`src/rtl/spi_disp_sequencer.sv`:
```
// Command sequencer for the SPI display path. It walks a command table held in a
// synchronous ROM and does three things: drives the display hardware-reset pulse,
// hands command/data bytes to the byte-level SPI engine over the load/busy
// handshake, and inserts timed delays between bytes.
module spi_disp_sequencer #(
  parameter int unsigned ADDR_W          = 5,
  parameter int unsigned DELAY_UNIT      = 1000,
  parameter int unsigned RST_LOW_CYCLES  = 100,
  parameter int unsigned RST_WAIT_CYCLES = 1000,
  parameter int unsigned BUSY_TIMEOUT    = 64
) (
  input  logic              CLK,
  input  logic              rst,
  input  logic              start,
  input  logic [ADDR_W-1:0] start_addr,
  input  logic              hw_reset_en,
  output logic [ADDR_W-1:0] rom_addr,
  input  logic [9:0]        rom_data,
  output logic [7:0]        spi_data,
  output logic              spi_dc,
  output logic              spi_load,
  input  logic              spi_busy,
  output logic              reset_display,
  output logic              busy,
  output logic              done,
  output logic              err
);

  typedef enum logic [3:0] {
    StIdle,
    StRstLo,
    StRstWait,
    StFetch,
    StDecode,
    StLoad,
    StWaitHi,
    StWaitLo,
    StDelay,
    StFin
  } state_e;

  localparam logic [1:0] OpCmd   = 2'b00;
  localparam logic [1:0] OpData  = 2'b01;
  localparam logic [1:0] OpDelay = 2'b10;
  localparam logic [1:0] OpEnd   = 2'b11;

  localparam logic [ADDR_W-1:0] LastAddr = '1;

  localparam logic [31:0] RstLowLast  = 32'(RST_LOW_CYCLES - 1);
  localparam logic [31:0] RstWaitLast = 32'(RST_WAIT_CYCLES - 1);
  localparam logic [31:0] TimeoutLast = 32'(BUSY_TIMEOUT - 1);
  localparam logic [31:0] DelayUnit   = 32'(DELAY_UNIT);

  state_e            state_q, state_d;
  logic [ADDR_W-1:0] addr_q, addr_d;
  logic [7:0]        data_q, data_d;
  logic              dc_q, dc_d;
  logic              load_q, load_d;
  logic              rstn_q, rstn_d;
  logic              busy_q, busy_d;
  logic              done_q, done_d;
  logic              err_q, err_d;
  // Shared counter: reset-pulse length, reset wait, busy timeout and delay.
  logic [31:0]       cnt_q, cnt_d;
  logic              advance;

  // Next-state and registered-output logic for the sequencer FSM.
  always_comb begin
    state_d = state_q;
    addr_d  = addr_q;
    data_d  = data_q;
    dc_d    = dc_q;
    load_d  = 1'b0;
    rstn_d  = rstn_q;
    busy_d  = busy_q;
    done_d  = 1'b0;
    err_d   = 1'b0;
    cnt_d   = cnt_q;
    advance = 1'b0;

    unique case (state_q)
      StIdle: begin
        if (start) begin
          addr_d = start_addr;
          busy_d = 1'b1;
          if (hw_reset_en) begin
            rstn_d  = 1'b0;
            cnt_d   = RstLowLast;
            state_d = StRstLo;
          end else begin
            state_d = StFetch;
          end
        end
      end
      StRstLo: begin
        if (cnt_q == '0) begin
          rstn_d  = 1'b1;
          cnt_d   = RstWaitLast;
          state_d = StRstWait;
        end else begin
          cnt_d = cnt_q - 32'd1;
        end
      end
      StRstWait: begin
        if (cnt_q == '0) begin
          state_d = StFetch;
        end else begin
          cnt_d = cnt_q - 32'd1;
        end
      end
      // ROM address is already presented; rom_data is valid in StDecode.
      StFetch: begin
        state_d = StDecode;
      end
      StDecode: begin
        unique case (rom_data[9:8])
          OpCmd, OpData: begin
            data_d  = rom_data[7:0];
            dc_d    = (rom_data[9:8] == OpData);
            state_d = StLoad;
          end
          OpDelay: begin
            cnt_d   = 32'(rom_data[7:0]) * DelayUnit;
            state_d = StDelay;
          end
          OpEnd: begin
            done_d  = 1'b1;
            busy_d  = 1'b0;
            state_d = StFin;
          end
          default: ;
        endcase
      end
      StLoad: begin
        if (!spi_busy) begin
          load_d  = 1'b1;
          cnt_d   = '0;
          state_d = StWaitHi;
        end
      end
      // cnt_q counts cycles since the load pulse became visible.
      StWaitHi: begin
        if (spi_busy) begin
          state_d = StWaitLo;
        end else if (cnt_q == TimeoutLast) begin
          err_d   = 1'b1;
          busy_d  = 1'b0;
          state_d = StFin;
        end else begin
          cnt_d = cnt_q + 32'd1;
        end
      end
      StWaitLo: begin
        if (!spi_busy) begin
          advance = 1'b1;
        end
      end
      StDelay: begin
        if (cnt_q == '0) begin
          advance = 1'b1;
        end else begin
          cnt_d = cnt_q - 32'd1;
        end
      end
      StFin: begin
        state_d = StIdle;
      end
      default: begin
        state_d = StIdle;
      end
    endcase

    // Step to the next table entry; the last entry has nowhere to go.
    if (advance) begin
      if (addr_q == LastAddr) begin
        err_d   = 1'b1;
        busy_d  = 1'b0;
        state_d = StFin;
      end else begin
        addr_d  = addr_q + 1'b1;
        state_d = StFetch;
      end
    end
  end

  // State and output registers with synchronous reset.
  always_ff @(posedge CLK) begin
    if (rst) begin
      state_q <= StIdle;
      addr_q  <= '0;
      data_q  <= '0;
      dc_q    <= 1'b0;
      load_q  <= 1'b0;
      rstn_q  <= 1'b1;
      busy_q  <= 1'b0;
      done_q  <= 1'b0;
      err_q   <= 1'b0;
      cnt_q   <= '0;
    end else begin
      state_q <= state_d;
      addr_q  <= addr_d;
      data_q  <= data_d;
      dc_q    <= dc_d;
      load_q  <= load_d;
      rstn_q  <= rstn_d;
      busy_q  <= busy_d;
      done_q  <= done_d;
      err_q   <= err_d;
      cnt_q   <= cnt_d;
    end
  end

  assign rom_addr      = addr_q;
  assign spi_data      = data_q;
  assign spi_dc        = dc_q;
  assign spi_load      = load_q;
  assign reset_display = rstn_q;
  assign busy          = busy_q;
  assign done          = done_q;
  assign err           = err_q;

endmodule

```
`config.mk`:
```
export PLATFORM = sky130hd
export DESIGN_NAME = spi_disp_sequencer
export DESIGN_NICKNAME = d
export VERILOG_FILES = /design/src/rtl/spi_disp_sequencer.sv
export SDC_FILE = /design/constraint.sdc
export NUM_CORES = 1
export LEC_CHECK = 0
export BUFFER_PORTS_ARGS = -buffer_cell sky130_fd_sc_hd__buf_4
export CAP_MARGIN = 20
export CORE_MARGIN = 5
export CORE_UTILIZATION = 25
export DETAILED_ROUTE_END_ITERATION = 12
export MAX_ROUTING_LAYER = met4
export SYNTH_ARGS = -nofsm -noshare
export SYNTH_HDL_FRONTEND = slang
export SYNTH_SLANG_ARGS = --single-unit
```
`constraint.sdc`:
```
create_clock -name CLK -period 6.45 [get_ports CLK]
set_input_delay 1.935 -clock CLK [delete_from_list [all_inputs] [get_ports CLK]]
set_output_delay 1.935 -clock CLK [all_outputs]
set_load 0.03 [all_outputs]
```
==> summary.md <==
| Metric | Value |
|---|---|
| Die Wd | approximately 160 um |
| Later-pin clock latency in the skew report | ~0.32 ns |
| Total Power | between 2 and 2.5 mW |
| Seq cells post-synth | 55 |
| Syn avg cell area | around 7.7 um^2 |
| Antenna violations before repair | 0 |
| CTS Hold Buffers Added | 0 |
| Clk sinks | 55 |
| Critical path type | primary input to flip-flop |
| Critical path data required time | between 6 and 7 ns |
| DRT iter0 DRCs | between 400 and 500 |
| Library cells used by synthesis | 74 |
| Vias | between 5,000 and 6,000 |
| Effective utilization at floorplan | 0.252 |
| Crit Path Max Fanout | 7 |
| Top cell by count, worst path | fa_1 |
| Clock skew | between 0.006 and 0.007 ns |
| Worst vdd ir | between 0.15 and 0.2 mV |
| Antenna fix cells | 0 |
| GP Congestion | 0.812 |
| Most common cell after layout, fill and taps aside | nand2_1 |
| Gr usage total | 0.129 |
| Register Area | ~1100 um^2 |
| Final Max Tran Viols | 0 |
| First-pass GRT wire length | between 20,000 and 30,000 um |
| YS warnings | 0 |
| Grt total ovfl | 0 |
| Largest net degree at the start of global routing | 34 |
| Period utilisation layout | 0.866 |
| HP Class | flip-flop to flip-flop |
| Max Root-Sink Buffers | 2 |
| Nets | around 800 |
| Layout cells sized above 1 | 0.0945 |
| CTS tree | yes |
| Min Tclk post-route | approximately 5.6 ns |
| Core area | 22,400 um^2 |
| Mapped Area | about 5600 um^2 |
| Crit path buf inv count | 3 |
| Syn-to-layout area delta | 11.0% |
| CP Capture Type | flip-flop |
| Die height | about 160 um |
| Clk slew on worst S/H paths | approximately 0.080 ns |
| Max cap viols | 0 |
| Most frequent cells in the layout | nand2_1 (57), inv_1 (56), dfxtp_1 (55), o21ai_0 (49), buf_4 (47) |
| Hold Vio Cnt, Final | 0 |
| CP max stage cell | fa_1 |
| Post-CTS resize count | 0 |
| Port Buf Inserts | 38 |
| WP depth | 14 |
| R2r worst-path depth | 6 |
| Row count | 55 |
| Setup violations, final | 0 |
| LEAKAGE | roughly 2.4 nW |
| Crit path max-delay family | adder cells |
| Drt pass-1 iters | 5 |
| Filler instances | 2,435 |
| Top FF cell, synth | dfxtp_1 |
| Sequential area share after synthesis | 0.195 |
| Critical path startpoint category | primary input |
| Setup bufs post-CTS | 0 |
| Least-Margin Pin Slew | around 1.0 ns |
| IO Pins | 39 |
| Die area | 25,700 um^2 |
| Footprint of the multi-input gates | about 4000 um^2 |
| Hold Path Cell Cnt | 2 |
| Avg WL per Cell | between 15 and 20 um |
| RSZ-0062 raised after global routing | false |
| Outcome | completed |
| WP data arrival | about 6 ns |
| Async set or reset register ratio after synthesis | 0 |
| CP max stage delay | 0.53 ns |
| Post-synthesis instance total | between 700 and 800 |
| Cell chain of the critical path | buf_4 -> fa_1 -> inv_1 -> fa_1 -> fa_1 -> fa_1 -> inv_1 -> ha_1 -> nand3_1 -> o2111ai_1 -> a311oi_1 -> or3_1 -> a211o_1 -> nand4_1 |
| Power density over the cells | around 370 nW/um^2 |
| HPWL Detailed | 11,500 um |
| Normalized max-slew margin | 0.326 |
| Root Buffer | clkbuf_16 |
| FMAX | ~180 MHz |
| CTS Buf Count | 5 |
| Routed WL | around 16,000 um |
| Post-Syn Nets | 818 |
| Post-synth EDFFs | 0 |
| Vias/cell | about 5.5 |
| Antenna Nets Post-Route | 0 |
| Residual DRC count | 0 |
| Sum Neg Setup Slack | 0 ns |
| H-tree depth | 2 |
| Vias in the first global route | roughly 5,200 |
[area by class of cell]
class | instances | share of cell area
Sequential cell | 55 | 0.176
Multi-Input combinational cell | 563 | 0.653
Tap cell | 285 | 0.0569
Timing Repair Buffer | 47 | 0.0563
Clock inverter | 3 | 0.00399
Inverter | 57 | 0.0341
Clock buffer | 5 | 0.0200
[sequential cells by signal (all words and copies together) (netlist names)]
signal,cells
busy,1
cnt_q,32
done,1
err,1
reset_display,1
rom_addr,5
spi_data,8
spi_dc,1
spi_load,1
state_q,4
[per-stage QoR]
| stage | setup WS [ns] | hold WS, ns | utilization | cell area (um^2) | cells |
|---|---|---|---|---|---|
| after floorplan | 0.884 | 0.473 | - | 5650 | 734 |
| after global placement | 0.582 | 0.452 | 0.272 | 6110 | 1005 |
| after detailed placement | 0.532 | 0.465 | 0.273 | 6110 | 1006 |
| after CTS | 0.864 | 0.482 | 0.279 | 6260 | 1014 |
| after global routing | 0.625 | 0.502 | 0.280 | 6270 | 1015 |
| final | 0.862 | 0.480 | 0.280 | 6270 | 1015 |
[power breakdown]
part	switching (mW)	internal [mW]	total [mW]
clock	0.150	0.146	0.296
combinational	0.950	0.586	1.54
sequential	0.119	0.390	0.509
total	1.22	1.12	2.34
[worst register-to-register path, delay by kind of cell, from the launching register on]
kind | cells | cell delay, ns
flops | 1 | 0.40
simple gates | 4 | 2.27
compound gates | 2 | 0.42
[per-layer routing]
layer,part of all wire,GRT usage
met1,0.47,0.177
met2,0.45,0.195
met3,0.058,0.0239
met4,0.015,0.0391
met5,0,-
[synth_stat cells (all sizes together) (10+ instances only)]
master / number / area share
nand2: 57 / 0.038
inv: 56 / 0.037
dfxtp: 55 / 0.19
o21ai: 50 / 0.044
clkbuf: 47 / 0.031
a21oi: 44 / 0.039
ha: 43 / 0.095
nor2: 37 / 0.025
nor3: 28 / 0.025
nor4: 26 / 0.033
nand3: 24 / 0.021
fa: 21 / 0.074
nand4: 14 / 0.016
or3: 14 / 0.016
and3: 13 / 0.015
xor2: 13 / 0.020
buf: 12 / 0.013
xnor2: 12 / 0.019
o31ai: 11 / 0.015
o221ai: 10 / 0.016
[logic make-up (layout without fill, tap and decap cells)]
| family | count (synthesis) | after routing | synth area share |
|---|---|---|---|
| xor+xnor | 25 | 25 | 0.0388 |
| fa+ha+maj | 64 | 64 | 0.170 |
| flops | 55 | 55 | 0.195 |
| buf+inv | 116 | 112 | 0.0820 |
| simple gates | 253 | 253 | 0.241 |
| mux | 7 | 7 | 0.0126 |
| compound gates | 214 | 214 | 0.261 |
[path summary, 6_finish.rpt]
check	start	to	slack [ns]
setup / recovery	rom_data[1]	cnt_q[17]	0.86
setup reg to reg	cnt_q[18]	cnt_q[9]	3.28
hold reg to reg	spi_data[3]	spi_data[3]	0.48
hold / removal	spi_data[3]	spi_data[3]	0.48
(Power assumes the default switching activity.)
